[src/rtl/pc_sequencer.sv]
`default_nettype none
// +--------------------------------------------------------------------------+
// | pc_sequencer: program counter with branch/jump/call/ret and circular RAS |
// | Revision: 1.0                                                            |
// +--------------------------------------------------------------------------+
module pc_sequencer #(
  parameter int               WIDTH        = 32,
  parameter logic [WIDTH-1:0] RESET_VECTOR = WIDTH'(32'h3000),
  parameter int               STEP         = 4,
  parameter int               RAS_DEPTH    = 4
) (
  input  logic             clk,
  input  logic             rst_n,
  input  logic             stall,
  input  logic             branch_taken,
  input  logic [WIDTH-1:0] branch_offset,
  input  logic             jump,
  input  logic             call,
  input  logic [WIDTH-1:0] jump_target,
  input  logic             ret,
  output logic [WIDTH-1:0] pc_out,
  output logic             ras_empty,
  output logic             ras_full,
  output logic             ras_err
);

  localparam int               PW       = (RAS_DEPTH > 1) ? $clog2(RAS_DEPTH) : 1;
  localparam int               CW       = $clog2(RAS_DEPTH + 1);
  localparam logic [WIDTH-1:0] STEP_W   = WIDTH'(STEP);
  localparam logic [PW-1:0]    PTR_LAST = PW'(RAS_DEPTH - 1);
  localparam logic [PW-1:0]    PTR_ONE  = PW'(1);
  localparam logic [CW-1:0]    CNT_FULL = CW'(RAS_DEPTH);
  localparam logic [CW-1:0]    CNT_ONE  = CW'(1);

  logic [WIDTH-1:0] stack [RAS_DEPTH];
  logic [WIDTH-1:0] pc_q, pc_d, seq_pc;
  logic [PW-1:0]    ptr_q, ptr_d, ptr_inc, ptr_dec;
  logic [CW-1:0]    cnt_q, cnt_d;
  logic             err_q, err_d, push;

  // ptr_q is the next free slot; when full it also addresses the oldest entry,
  // so an overflowing push naturally overwrites the oldest return address.
  always_comb begin
    seq_pc  = pc_q + STEP_W;
    ptr_inc = (ptr_q == PTR_LAST) ? '0 : ptr_q + PTR_ONE;
    ptr_dec = (ptr_q == '0) ? PTR_LAST : ptr_q - PTR_ONE;
    pc_d    = pc_q;
    ptr_d   = ptr_q;
    cnt_d   = cnt_q;
    err_d   = err_q;
    push    = 1'b0;
    if (!stall) begin
      if (call && ret) begin
        pc_d  = seq_pc;
        err_d = 1'b1;
      end else if (ret) begin
        if (cnt_q == '0) begin
          pc_d  = seq_pc;
          err_d = 1'b1;
        end else begin
          pc_d  = stack[ptr_dec];
          ptr_d = ptr_dec;
          cnt_d = cnt_q - CNT_ONE;
        end
      end else if (call) begin
        push  = 1'b1;
        pc_d  = jump_target;
        ptr_d = ptr_inc;
        if (cnt_q == CNT_FULL) err_d = 1'b1;
        else                   cnt_d = cnt_q + CNT_ONE;
      end else if (jump) begin
        pc_d = jump_target;
      end else if (branch_taken) begin
        pc_d = pc_q + branch_offset;
      end else begin
        pc_d = seq_pc;
      end
    end
  end

  always_ff @(posedge clk or negedge rst_n) begin
    if (!rst_n) begin
      pc_q  <= RESET_VECTOR;
      ptr_q <= '0;
      cnt_q <= '0;
      err_q <= 1'b0;
    end else begin
      pc_q  <= pc_d;
      ptr_q <= ptr_d;
      cnt_q <= cnt_d;
      err_q <= err_d;
    end
  end

  // Entry contents are qualified by the count, so they carry no reset.
  always_ff @(posedge clk) begin
    if (push) stack[ptr_q] <= seq_pc;
  end

  assign pc_out    = pc_q;
  assign ras_empty = (cnt_q == '0);
  assign ras_full  = (cnt_q == CNT_FULL);
  assign ras_err   = err_q;

endmodule
`default_nettype wire

[config.mk]
export PLATFORM = sky130hd
export DESIGN_NAME = pc_sequencer
export DESIGN_NICKNAME = d
export VERILOG_FILES = /design/src/rtl/pc_sequencer.sv
export SDC_FILE = /design/constraint.sdc
export NUM_CORES = 1
export LEC_CHECK = 0
export CAP_MARGIN = 40
export CORE_MARGIN = 1.5
export CORE_UTILIZATION = 60
export DETAILED_ROUTE_END_ITERATION = 16
export PLACE_DENSITY = 0.87
export RECOVER_POWER = 25
export REMOVE_ABC_BUFFERS = 1
export SYNTH_ARGS = -nofsm -noshare
export SYNTH_HDL_FRONTEND = slang
export SYNTH_SLANG_ARGS = --single-unit
[constraint.sdc]
create_clock -name clk -period 3.8 [get_ports clk]
set_input_delay 0.76 -clock clk [delete_from_list [all_inputs] [get_ports clk]]
set_output_delay 0.76 -clock clk [all_outputs]
set_load 0.005 [all_outputs]
==> impl_metrics.tcl <==
set metrics [dict create \
    post_cts.resized_instances 0 \
    ys_seq_area_share_pct 48.8 \
    syn_area_per_cell_um2 11.2 \
    mostFrequentLayoutCell "edfxtp_1" \
    regArea_mm2 0.00480 \
    crit_start "branch_offset[0]" \
    skew_ns 0.00954 \
    final.setup.worst_slack_ns 0.602 \
    worstPathCellList "clkdlybuf4s50_1 -> ha_1 -> inv_1 -> fa_1 -> nor2b_1 -> o211ai_1 -> a21oi_1 -> buf_4 -> o211a_1 -> o31a_1 -> o31a_1 -> mux2i_1 -> a21oi_1" \
    crit_type "primary input to register" \
    cts_root_buffer "clkbuf_16" \
    outcome "finished with violations" \
    drive_gt1_share_pct 12.0 \
    rsz0062_at_grt "false" \
    hp-start "ras_err" \
    fmax_mhz 313 \
    relSlewSlack_pct -2.96 \
    slew_viol_final 24 \
    leakagePower_nw 4.47 \
    async_reset_ff_share_pct 22.9 \
    clkLatencyLatePin_ns 0.43 \
    cts_tree "done" \
    syn_to_final_growth_pct 19.8 \
    cts_made_buffers 17 \
    syn_area_mm2 0.00982 \
    dp.cells 1191 \
    seqPwrFrac_pct 34.0 \
    h-tree-depth 4 \
    worst_path_largest_cell_delay_ns 0.46 \
    die_x_um 131 \
    numClockSinks 166 \
    drtPass1Iterations 9 \
    internal-power_w 0.00485 \
    clkPwrFrac_pct 20.8 \
    maxCapViolations 1 \
    timing.setup.tns_ns 0 \
    antenna_cells 0 \
    final_hold_viol_count 0 \
    grt_pass1_vias 7879 \
    worst_pin_slew_ns 1.54 \
    peakVddDrop_v 0.000385 \
    layout_common_cells "edfxtp_1 (128), clkdlybuf4s50_1 (101), nand2_1 (73), a21oi_1 (63), nor2_1 (58)" \
    antenna_found_initial 0 \
    combPwrFrac_pct 45.2 \
    rows 46 \
    via_count 8280 \
    grt_max_degree 44 \
    die_area_mm2 0.0171 \
    die_h_um 131 \
    synthFlopType "edfxtp_1" \
    final_cells 1224 \
    drc 0 \
    period_share_pct 84.2 \
    core_mm2 0.0159 \
    drtIter0Drc 887 \
    failed_checks "max-capacitance violations, max-slew violations" \
    clkTransAtPathRegs_ns 0.07 \
    critPathMaxFanout 4 \
    switching_share_pct 37.3 \
    wirelength_um 29000 \
    post_drt_wl_per_cell_um 23.7 \
    io_buffers 105 \
    finalPower_w 0.00773 \
    setup_viol 0 \
    grt_usage_pct 34.7 \
    post-place-ws_ns 0.179 \
    place_congestion 0.962 \
    initial_core_util_pct 61.6 \
    ctsHoldBuffers 0 \
    fin_nets 1104 \
    nFillCells 1098 \
    syn_inst 879 \
    min_period_ns 3.20 \
    critPathArrivalTime_ns 3.51 \
    grt_overflow 0 \
    hpwl_um 20300 \
    ant_nets 0 \
    yosysWarnings 0 \
    critPathSlowestCell "clkdlybuf4s50_1" \
    drt-vias-per-instance 6.76 \
    cp.required_ns 4.11 \
    ys_seq_elements 166 \
    endpoint_kind "register" \
    p_per_area_mw_per_mm2 657 \
    synth-edff-count 128 \
    grt_pass1_wl_um 43500 \
    cts_setup_buffers 0 \
    synth_cell_types 79 \
    cts_buffer_depth 2 \
    timing.rr.start "pc_out[2]" \
    hold_class "register to register" \
    utilization_pct 73.8 \
    multi_input_area_mm2 0.00468 \
    crit_path_start_kind "primary input" \
    io_pins 106 \
    switchingPower_w 0.00288 \
]
[state kept, by name, summed over array words and instances (netlist names)]
| name | flops |
|---|---|
| cnt_q | 3 |
| pc_out | 32 |
| ptr_q | 2 |
| ras_err | 1 |
| stack | 128 |
[worst max-delay path: cells and delay by family]
| family | cells | cell delay [ns] |
|---|---|---|
| AOI/OAI and AO/OA | 6 | 1.09 |
| and+or+nand+nor | 1 | 0.20 |
| adders and majority gates | 2 | 0.58 |
| buffers and inverters | 3 | 0.68 |
| muxes | 1 | 0.20 |
[worst paths after layout]
check	endpoint	cells past startpoint	slack, ns
worst max register to register	pc_out[31]	10	0.65
worst min register to register	ras_err	1	0.47
min in group asynchronous	cnt_q[2]	1	0.50
worst max-delay path	pc_out[30]	13	0.60
max in group asynchronous	pc_out[21]	2	1.32
worst min-delay path	ras_err	1	0.47
[synth_stat cells (all sizes together) (20+ instances only)]
library cell	number	area, um^2
a21o	23	173
a21oi	63	315
and3	21	136
clkbuf	32	121
dfrtp	36	901
edfxtp	128	3840
ha	36	450
inv	34	128
mux4	32	721
nand2	73	274
nand3	27	153
nor2	60	228
o21ai	50	250
xnor2	20	175
xor2	25	219
[per-stage QoR]
| step | hold WS [ns] | cell area [um^2] |
|---|---|---|
| 2_1_floorplan | 0.448 | 9610 |
| 6_report | 0.468 | 11800 |
| 5_1_grt | 0.516 | 11800 |
| 3_5_place_dp | 0.461 | 11200 |
| 3_3_place_gp | 0.454 | 11200 |
| 4_1_cts | 0.292 | 11800 |
[final cells by class]
cell class	instances	area share [%]
clock buffer	23	4.06
clock inverter	9	0.585
inverter	35	1.12
multi-input combinational	632	39.7
sequential	166	40.8
tap	216	2.30
timing repair buffer	143	11.4
[power by group through the flow]
stage,Combinational (W),Clock (W),Sequential [W]
after floorplan,0.00230,0,0.00257
after global placement,0.00335,0,0.00264
after detailed placement,0.00343,0,0.00265
after CTS,0.00345,0.00161,0.00262
after global routing,0.00377,0.00167,0.00265
final,0.00350,0.00161,0.00263
[routing by layer]
metal  global-route usage, %  vias up  wire, um
met5                       0        -         0
met4                    17.3        0      1210
met3                    6.64      104      2930
met2                    55.7      582     13500
met1                    45.5     3983     11300
li1                        -     3611         -
[kinds of logic (layout without fill, tap and decap cells)]
kind of cell | count (synthesis) | count (layout) | share of synthesized area [%]
fa+ha+maj | 38 | 38 | 4.99
flops | 166 | 166 | 48.8
xor+xnor | 45 | 45 | 4.01
compound gates | 254 | 254 | 17.2
simple gates | 251 | 251 | 12.8
mux | 44 | 44 | 8.60
buf+inv | 81 | 210 | 3.49
Note: power is estimated with default switching activity, not from simulation.
